`src/rtl/pipeline_input.sv`:
```
// pipeline_input: consumer stage for the pipeline output stream.
// Beats enter a 2-entry FIFO over valid/ready. Ready comes from a flop.
// The FIFO drains whenever i_hold is low, and consumed-beat statistics are kept.
// Optional feature macro: PIPELINE_INPUT_CHECK_EN enables the increment-by-one
// sequence checker. Without it, o_error and o_err_count are tied to zero.
module pipeline_input #(
  parameter int WIDTH = 8,
  parameter int CNT_W = 16
) (
  input  logic             clock,
  input  logic             reset,
  input  logic [WIDTH-1:0] i_value,
  input  logic             i_valid,
  output logic             o_ready,
  input  logic             i_hold,
  input  logic             i_clear,
  output logic [CNT_W-1:0] o_count,
  output logic [WIDTH-1:0] o_last,
  output logic             o_error,
  output logic [7:0]       o_err_count
);

  logic [WIDTH-1:0] r_mem [0:1];
  logic             r_wr_ptr;
  logic             r_rd_ptr;
  logic [1:0]       r_occ;
  logic             r_ready;
  logic [CNT_W-1:0] r_count;
  logic [WIDTH-1:0] r_last;

  logic             w_push;
  logic             w_pop;
  logic [1:0]       w_occ_nxt;
  logic [WIDTH-1:0] w_head;

  assign w_push  = i_valid & r_ready;
  assign w_pop   = (r_occ != 2'd0) & ~i_hold;
  assign w_head  = r_mem[r_rd_ptr];
  assign o_ready = r_ready;
  assign o_count = r_count;
  assign o_last  = r_last;

  // Next occupancy: a simultaneous push and pop cancel out.
  always_comb begin
    w_occ_nxt = r_occ;
    if (w_push && !w_pop) begin
      w_occ_nxt = r_occ + 2'd1;
    end else if (!w_push && w_pop) begin
      w_occ_nxt = r_occ - 2'd1;
    end
  end

  // FIFO control. Ready is registered from next occupancy, so it never depends on the stall input combinationally.
  always_ff @(posedge clock or posedge reset) begin
    if (reset) begin
      r_wr_ptr <= 1'b0;
      r_rd_ptr <= 1'b0;
      r_occ    <= 2'd0;
      r_ready  <= 1'b0;
    end else begin
      if (w_push) begin
        r_wr_ptr <= ~r_wr_ptr;
      end
      if (w_pop) begin
        r_rd_ptr <= ~r_rd_ptr;
      end
      r_occ   <= w_occ_nxt;
      r_ready <= (w_occ_nxt != 2'd2);
    end
  end

  // FIFO storage. It is unreset because occupancy alone decides which entries are live.
  always_ff @(posedge clock) begin
    if (w_push) begin
      r_mem[r_wr_ptr] <= i_value;
    end
  end

  // Consumed-beat statistics. A clear wins over counting, but the popped value still reaches o_last.
  always_ff @(posedge clock or posedge reset) begin
    if (reset) begin
      r_count <= '0;
      r_last  <= '0;
    end else begin
      if (w_pop) begin
        r_last <= w_head;
      end
      if (i_clear) begin
        r_count <= '0;
      end else if (w_pop) begin
        r_count <= r_count + CNT_W'(1);
      end
    end
  end

`ifdef PIPELINE_INPUT_CHECK_EN
  logic [WIDTH-1:0] r_expected;
  logic             r_error;
  logic [7:0]       r_err_count;
  logic             w_mismatch;

  // Saturating increment for the mismatch counter.
  function automatic logic [7:0] sat_inc8(input logic [7:0] v);
    return (v == 8'hFF) ? v : v + 8'd1;
  endfunction

  assign w_mismatch  = (w_head != r_expected);
  assign o_error     = r_error;
  assign o_err_count = r_err_count;

  // Sequence checker. Expected resynchronises to head+1 on every counted pop, matched or not.
  always_ff @(posedge clock or posedge reset) begin
    if (reset) begin
      r_expected  <= '0;
      r_error     <= 1'b0;
      r_err_count <= 8'd0;
    end else if (i_clear) begin
      r_expected  <= '0;
      r_error     <= 1'b0;
      r_err_count <= 8'd0;
    end else if (w_pop) begin
      r_expected <= w_head + WIDTH'(1);
      if (w_mismatch) begin
        r_error     <= 1'b1;
        r_err_count <= sat_inc8(r_err_count);
      end
    end
  end
`else
  assign o_error     = 1'b0;
  assign o_err_count = 8'd0;
`endif

endmodule

```
`config.mk`:
```
export PLATFORM = sky130hd
export DESIGN_NAME = pipeline_input
export DESIGN_NICKNAME = d
export VERILOG_FILES = /design/src/rtl/pipeline_input.sv
export SDC_FILE = /design/constraint.sdc
export NUM_CORES = 1
export LEC_CHECK = 0
export CORE_MARGIN = 3
export CORE_UTILIZATION = 44
export DETAILED_ROUTE_END_ITERATION = 12
export HOLD_SLACK_MARGIN = 0.03
export PLACE_DENSITY_LB_ADDON = 0.2
export SLEW_MARGIN = 30
export SYNTH_ARGS = -nofsm -noshare
export SYNTH_HDL_FRONTEND = slang
export SYNTH_SLANG_ARGS = --single-unit
```
`constraint.sdc`:
```
create_clock -name clock -period 1.9 [get_ports clock]
set_clock_uncertainty 0.2 [all_clocks]
set_input_delay 0.38 -clock clock [delete_from_list [all_inputs] [get_ports clock]]
set_output_delay 0.38 -clock clock [all_outputs]
set_load 0.02 [all_outputs]
```
After elaboration in Yosys (flattened, before gate mapping)
Memory sizes are Yosys's and may differ from the RTL's. A register that Yosys moved wholly into a read port is not among the register bits.
Cells that the tools add are included.
W data, S select, Z words.
{ "word_totals": {"ff_bits": 21, "ram_bits": 16, "in_bits": 13, "n_memories": 1, "out_inout_bits": 34} }
{ "classes": {"reduce_logical": 6, "n_eq_ne": 1, "n_bitwise": 5, "mux": 6, "add_sub_neg": 3} }
{ "mem_list": {"columns": ["memory", "words", "word_bits", "read_ports", "rd_ports_with_merged_regs", "wr", "line", "text"], "rows": [
  ["r_mem", 2, 8, 1, 1, 1, "23", "logic [WIDTH-1:0] r_mem [0:1];"]
]} }
{ "op_table": {"columns": ["cell", "count"], "rows": [
  ["$mux W16", 2],
  ["$add A16 B1 Y16 const B", 1],
  ["$mux W2", 2],
  ["$reduce_bool A2 Y1", 2],
  ["$not A1 Y1", 3],
  ["$add A2 B1 Y2 const B", 1],
  ["$and A1 B1 Y1", 2],
  ["$logic_and A1 B1 Y1", 2],
  ["$logic_not A1 Y1", 2],
  ["$mux W1", 2],
  ["$ne A2 B2 Y1 const B", 1],
  ["$sub A2 B1 Y2 const B", 1]
]} }

Longest topological paths before layout
Gate-level depths: netlist of run 1.
{ "depth": {"ltp_word": 6, "depth_mapped": 7, "mapped_depth_nobuf": 6} }

Worst setup path before layout of run 1
OpenSTA, ideal clock, no wires.
{ "synth_path": {"kind": "flip-flop to flip-flop", "startpoint": "register r_occ[0]", "endpoint": "register r_count[13] (netlist: o_count[13])", "path_slack_ns": -0.220, "stages_incl_launch_ff": 8, "arrival_ns": 1.792, "setup_ns": 0.127, "cell_sequence": "dfrtp_1 > inv_1 > ha_1 > or3b_1 > buf_6 > nor3_4 > nand4_1 > mux2_1"} }
{ "synth_between": {"elab_chain_len": 3} }
{ "synth_rtl": {"columns": ["element", "line", "text"], "rows": [
  ["start: declaration", "26", "logic [1:0] r_occ;"],
  ["start signal: assignment", "67", "r_occ <= w_occ_nxt;"],
  ["$reduce_bool A2 Y1", "37", "assign w_pop = (r_occ != 2'd0) & ~i_hold;"],
  ["$and A1 B1 Y1", "37", null],
  ["$reduce_bool A2 Y1 (no source line)", null, null],
  ["end signal: assignment", "91", "r_count <= r_count + CNT_W'(1);"],
  ["end: declaration", "28", "logic [CNT_W-1:0] r_count;"]
]} }
No other way between the ends.
A chain may end at the register's enable or synchronous reset.

Worst setup path in the final report of run 1
Same ends and word-level chain as after synthesis.

==> impl_metrics.ini, run 1 <==
[setup_path]
crit_path_end_kind = flop
crit_chain = inv_1, ha_2, or3b_4, nor3_4, nand4_1, mux2_1
critPathTopFamily = simple AND/OR/NAND/NOR gates
rrSetupSlack_ps = -30
r2r_end = o_count[13]$_DFFE_PP0P_
max_stage_delay_ps = 410
r2r_cells = 6
start_kind = flop
critical-path-slowest-cell = or3b_4
cp.required_ps = 1880
cp_num_buf_inv = 1
crit_type = flop to flop
cp.arrival_ps = 1910
worstPathMaxFanout = 4
r2r-start = r_occ[0]$_DFF_PP0_

[placement]
place_area_um2 = 2520
dp_cells = 271
place_hpwl_um = 2780
portBuffers = 37
globalplace.congestion = 0.810

[detailed_routing]
post-route-drc-count = 0
wire_per_inst_um = 13.4
drt_pre_antenna_iters = 4
via_per_inst = 5.04
detail_route.wirelength_um = 3750
via_count = 1412
antenna_left = 0
first_iter_violations = 101

[logic_synthesis]
synthCells = 170
synth-compound-area-share_pct = 4.16
yosys.area_share.simple_pct = 16.3
synth_top_family_by_area = simple AND/OR/NAND/NOR gates
ys_seq_elements = 45
synth-seq-area-share_pct = 60.8
async_flop_share_pct = 64.4
synthAdderAreaFrac_pct = 1.26
ys_types = 34
syn_area_per_cell_um2 = 11.7
yosys_warnings = 0
yosys_most_used_dff = dfrtp_1
synth.area.mux_share_pct = 5.17
synth_edf_count = 16
synth_xor_area_share_pct = 6.62
netlist_area_um2 = 1980

[power_and_ir_drop]
design_power_total_uw = 3160
power_leakage_uw = 0.00121
peakVddDrop_uv = 642
p_per_area_nw_per_um2 = 1180

[grt]
grtUsageTotal_pct = 15.1
grt_max_degree = 30
antenna_found_initial = 0
grt_overflow = 0
grt_pass1_vias = 1427
grt_pass1_wl_um = 6220

[sta]
rsz0062_at_grt = true
setup_ws_ps = -29.7
period_minus_slack_ps = 1930
finalHoldViolCount = 0
layout_worst_path_cycle_share_pct = 102
slew_viol_final = 0
clock.fmax_ghz = 0.518
finalSetupViolations = 2

[finish]
drive_gt1_share_pct = 17.8
antenna_cells = 0
finalNetCount = 244
final_cell_mix = dfrtp_1 (29), nor2_1 (28), clkdlybuf4s50_1 (22), buf_4 (21), edfxtp_1 (16)
layout_commonest_cell = dfrtp_1
final_cells = 280
area_delta_synth_final_pct = 35.1
design_area_um2 = 2680

[clocking]
clock_sinks = 45
ctsHoldBuffers = 0
cts_max_path_buffers = 2
cts_buffers = 5
clk_latency_ps = 290
cts_root_buf = clkbuf_8
htree_levels = 2
cts_tree = built
clk_pin_slew_worst_paths_ps = 90

[floorplan]
io_pins = 47
die_height_um = 73.1
start_util_pct = 47.5
die_x_um = 73.1
row_count = 23
die-area_um2 = 5350
core-area_um2 = 4170

[status]
violations = negative setup slack
outcome = finished with violations

[min_path]
hold_path_class = input pin to asynchronous set/reset pin

[flow_run]
max_cap_viol_count = 0
## final cells by class
cell class / instances / area, µm²
clock buffer: 5 / 68.8
timing repair buffer: 59 / 544
clock inverter: 3 / 46.3
sequential: 45 / 1210
inverter: 3 / 11.3
fill: 328 / 1490
multi-input combinational: 115 / 739
tap: 50 / 62.6
## what timing repair did
action / CTS / global route
buffers inserted: 0 / 1
pin swaps: 1 / 3
resized for setup: 14 / 9
endpoints found under the setup margin: 18 / 16
cloned: 0 / 0
## synth_stat cells (all sizes together) (2+ instances only)
cell type / instances / area share (%)
and4: 2 / 0.88
clkbuf: 4 / 0.76
nor2b: 2 / 0.63
xnor2: 10 / 4.4
ha: 2 / 1.3
a21oi: 11 / 2.8
nor4: 3 / 0.95
nor2: 28 / 5.3
inv: 3 / 0.57
nor3: 4 / 1.6
nand4: 5 / 1.6
nand3: 4 / 1.0
xor2: 5 / 2.2
edfxtp: 16 / 24
dfrtp: 29 / 37
buf: 11 / 4.2
mux2i: 8 / 4.0
nand2: 10 / 1.9
mux2: 2 / 1.1
## where the power goes
group	total, µW	leakage, µW	switching [µW]	internal (µW)
Clock	710	0.0000543	317	393
Sequential	1390	0.000516	152	1240
Combinational	1060	0.000640	523	539
## routing by layer
metal	global-route usage [%]	share of wire (%)
met4	5.12	1.2
met1	18.1	41
met5	0	0
met2	26.7	54
met3	3.31	4.3
## cells by family (layout without fill, tap and decap cells)
kind of cell    Yosys count  after routing
simple gates             64             64
buf+inv                  18             70
xor+xnor                 15             15
flops                    45             45
other cells               1              9
mux                      10             10
compound gates           15             15
fa+ha+maj                 2              2
## how the worst max path moves through the flow
stage / start / end / depth (start not counted)
6_report: r_occ[0]$_DFF_PP0_ / o_count[13]$_DFFE_PP0P_ / 6
5_1_grt: r_occ[0]$_DFF_PP0_ / o_count[13]$_DFFE_PP0P_ / 6
3_3_place_gp: i_hold / o_count[13]$_DFFE_PP0P_ / 5
3_5_place_dp: i_hold / o_count[13]$_DFFE_PP0P_ / 5
4_1_cts: r_occ[0]$_DFF_PP0_ / o_count[13]$_DFFE_PP0P_ / 6
2_1_floorplan: r_occ[0]$_DFF_PP0_ / o_count[13]$_DFFE_PP0P_ / 7
## state kept, by name (all words and copies together), names as in the netlist
signal    flops
o_ready       1
o_last        8
r_rd_ptr      1
r_occ         2
r_mem        16
r_wr_ptr      1
o_count      16
## worst reg2reg max path, stage by stage (launching register included)
cell,delay (ps)
dfrtp_1,360
inv_1,50
ha_2,180
or3b_4,410
nor3_4,180
nand4_1,130
mux2_1,320
## through the flow
| stage | setup WS (ps) | util, % | hold WS [ps] | setup TNS, ps |
|---|---|---|---|---|
| after global placement | -330 | 60.4 | 278 | -2980 |
| after detailed placement | -357 | 60.4 | 292 | -3220 |
| after floorplan | -101 | - | 258 | -221 |
| final | -29.7 | 64.2 | 250 | -44.3 |
| after global routing | -96.6 | 64.2 | 316 | -414 |
| after CTS | -39.5 | 63.1 | 265 | -50.3 |
Power figures use the tool's default switching activity.
==> run 2, diff against run 1 <==
--- a/config.mk
+++ b/config.mk
@@ -5,10 +5,10 @@
 export SDC_FILE = /design/constraint.sdc
 export NUM_CORES = 1
 export LEC_CHECK = 0
+export CAP_MARGIN = 20
 export CORE_MARGIN = 3
 export CORE_UTILIZATION = 44
 export DETAILED_ROUTE_END_ITERATION = 12
-export HOLD_SLACK_MARGIN = 0.03
 export PLACE_DENSITY_LB_ADDON = 0.2
 export SLEW_MARGIN = 30
 export SYNTH_ARGS = -nofsm -noshare
==> results of run 2 <==
No change in the layout: final DEF, timing and power equal those of run 1.
==> run 3, diff against run 2 <==
--- a/config.mk
+++ b/config.mk
@@ -10,6 +10,7 @@
 export CORE_UTILIZATION = 44
 export DETAILED_ROUTE_END_ITERATION = 12
 export PLACE_DENSITY_LB_ADDON = 0.2
+export REMOVE_ABC_BUFFERS = 1
 export SLEW_MARGIN = 30
 export SYNTH_ARGS = -nofsm -noshare
 export SYNTH_HDL_FRONTEND = slang
==> run 3 against run 2 <==
Net effect: the flow still finishes with violations (negative setup slack); flip-flop and latch count is the same; sequential share of layout area grew 1.3 points; critical path depth is the same; first-iteration DRC count shrank 3.0%; critical endpoint unchanged; largest power group unchanged; routed wire length grew 7.4%; maximum frequency shrank 0.69%; register-to-register slack is essentially flat.
==> impl_metrics.ini, run 3 (synthesis gave the netlist of run 1 again) <==
[setup_path]
rrSetupSlack_ps = -40
crit_path_end_kind = flop
r2r_end = o_count[13]$_DFFE_PP0P_
crit_end = o_count[13]$_DFFE_PP0P_
cp.arrival_ps = 1930
r2r_cells = 6
r2r-start = r_occ[0]$_DFF_PP0_
crit_start = r_occ[0]$_DFF_PP0_
crit_type = flop to flop
start_kind = flop
cp.required_ps = 1880
worstPathMaxFanout = 4

[floorplan]
die_height_um = 73.1
start_util_pct = 47.5
core-area_um2 = 4170
row_count = 23
die_x_um = 73.1
die-area_um2 = 5350
io_pins = 47

[finish]
regArea_um2 = 1210
drive_gt1_share_pct = 16.4
layout_commonest_cell = dfrtp_1
finalNetCount = 239
final_cell_mix = dfrtp_1 (29), nor2_1 (28), clkdlybuf4s50_1 (19), buf_4 (17), edfxtp_1 (16)
fin_util_pct = 62.4
antenna_cells = 0
num-fill-cells = 348
multiInputGateArea_um2 = 746
area_delta_synth_final_pct = 31.2

[sta]
rsz0062_at_grt = true
relSlewSlack_pct = 66.5
clock.fmax_ghz = 0.515
finalHoldViolCount = 0
finalSetupViolations = 1
slew_viol_final = 0
worst_slew_pin_slew_ps = 503
layout_worst_path_cycle_share_pct = 102
setup_ws_ps = -43.1
period_minus_slack_ps = 1940

[grt]
grt_pass1_vias = 1385
grt_pass1_wl_um = 6490
antenna_found_initial = 0
grt_overflow = 0
grtUsageTotal_pct = 16.1
grt_max_degree = 30

[detailed_routing]
wire_per_inst_um = 14.7
antenna_left = 0
via_per_inst = 5.22
detail_route.wirelength_um = 4030
post-route-drc-count = 0
first_iter_violations = 98
via_count = 1436
drt_pre_antenna_iters = 4

[status]
outcome = finished with violations
violations = negative setup slack

[placement]
portBuffers = 37
place_hpwl_um = 2850
globalplace.congestion = 0.838
place_ws_ps = -395

[flow_run]
max_cap_viol_count = 0

[clocking]
cts_max_path_buffers = 2
cts_buffers = 5
clk_pin_slew_worst_paths_ps = 90
clock_sinks = 45
cts_root_buf = clkbuf_8
clk_latency_ps = 290
cts_tree = built
htree_levels = 2
ctsHoldBuffers = 0

[power_and_ir_drop]
peakVddDrop_uv = 813
p_per_area_nw_per_um2 = 1140
power_leakage_uw = 0.00119

[min_path]
hold_path_class = input pin to asynchronous set/reset pin
## run 3: worst min path at each step
stage | from | to | slack, ps | cells past startpoint
detailed placement | r_wr_ptr$_DFFE_PP0N_ | r_wr_ptr$_DFFE_PP0N_ | 290 | 1
floorplan | i_clear | o_count[1]$_DFFE_PP0P_ | 240 | 1
finish | reset | o_last[4]$_DFFE_PP0P_ | 260 | 3
global route | reset | o_last[0]$_DFFE_PP0P_ | 280 | 3
CTS | reset | o_last[4]$_DFFE_PP0P_ | 280 | 3
global placement | r_wr_ptr$_DFFE_PP0N_ | r_wr_ptr$_DFFE_PP0N_ | 280 | 1
## run 3: what timing repair did
item	CTS	global route
buffers inserted	1	0
endpoints found under the setup margin	24	16
pin swaps	3	3
hold endpoints to repair	0	0
gates resized for setup	17	11
## run 3: metal layers
metal | track usage (%) | routed length, µm | up-vias
li1 | - | - | 685
met1 | 20.0 | 1710 | 697
met2 | 27.5 | 2050 | 48
met3 | 4.82 | 231 | 6
met4 | 3.48 | 39 | 0
met5 | 0 | 0 | -
## run 3: cell type report
| type | instances | area share, % |
|---|---|---|
| multi-input cells | 115 | 28.7 |
| repair buffers | 54 | 18.8 |
| well taps | 50 | 2.40 |
| clock inverters | 3 | 0.673 |
| flip-flops and latches | 45 | 46.3 |
| inverters | 3 | 0.433 |
| clock buffers | 5 | 2.64 |
## run 3: worst max-delay path, stage by stage, from the launching register on
cell and delay (ps):
dfrtp_1 350, inv_1 50, ha_2 180, or3b_4 410, nor3_4 170, nand4_1 160
mux2_4 320
## run 3: stage by stage
| step | total power (µW) | instances | instance area (µm²) | setup TNS, ps | hold WS (ps) |
|---|---|---|---|---|---|
| after floorplan | 1940 | 163 | 1920 | -1350 | 243 |
| after global placement | 2360 | 266 | 2470 | -2860 | 277 |
| after detailed placement | 2420 | 266 | 2470 | -3310 | 294 |
| after CTS | 3000 | 275 | 2560 | -11.4 | 283 |
| after global routing | 3180 | 275 | 2600 | -291 | 285 |
| final | 2970 | 275 | 2600 | -43.1 | 257 |
## run 3: power breakdown
part | total (µW) | leakage [µW] | switching, µW | internal [µW]
registers | 1380 | 0.000516 | 148 | 1240
clock network | 571 | 0.0000439 | 317 | 254
logic | 1020 | 0.000630 | 515 | 502
total | 2970 | 0.00119 | 979 | 1990
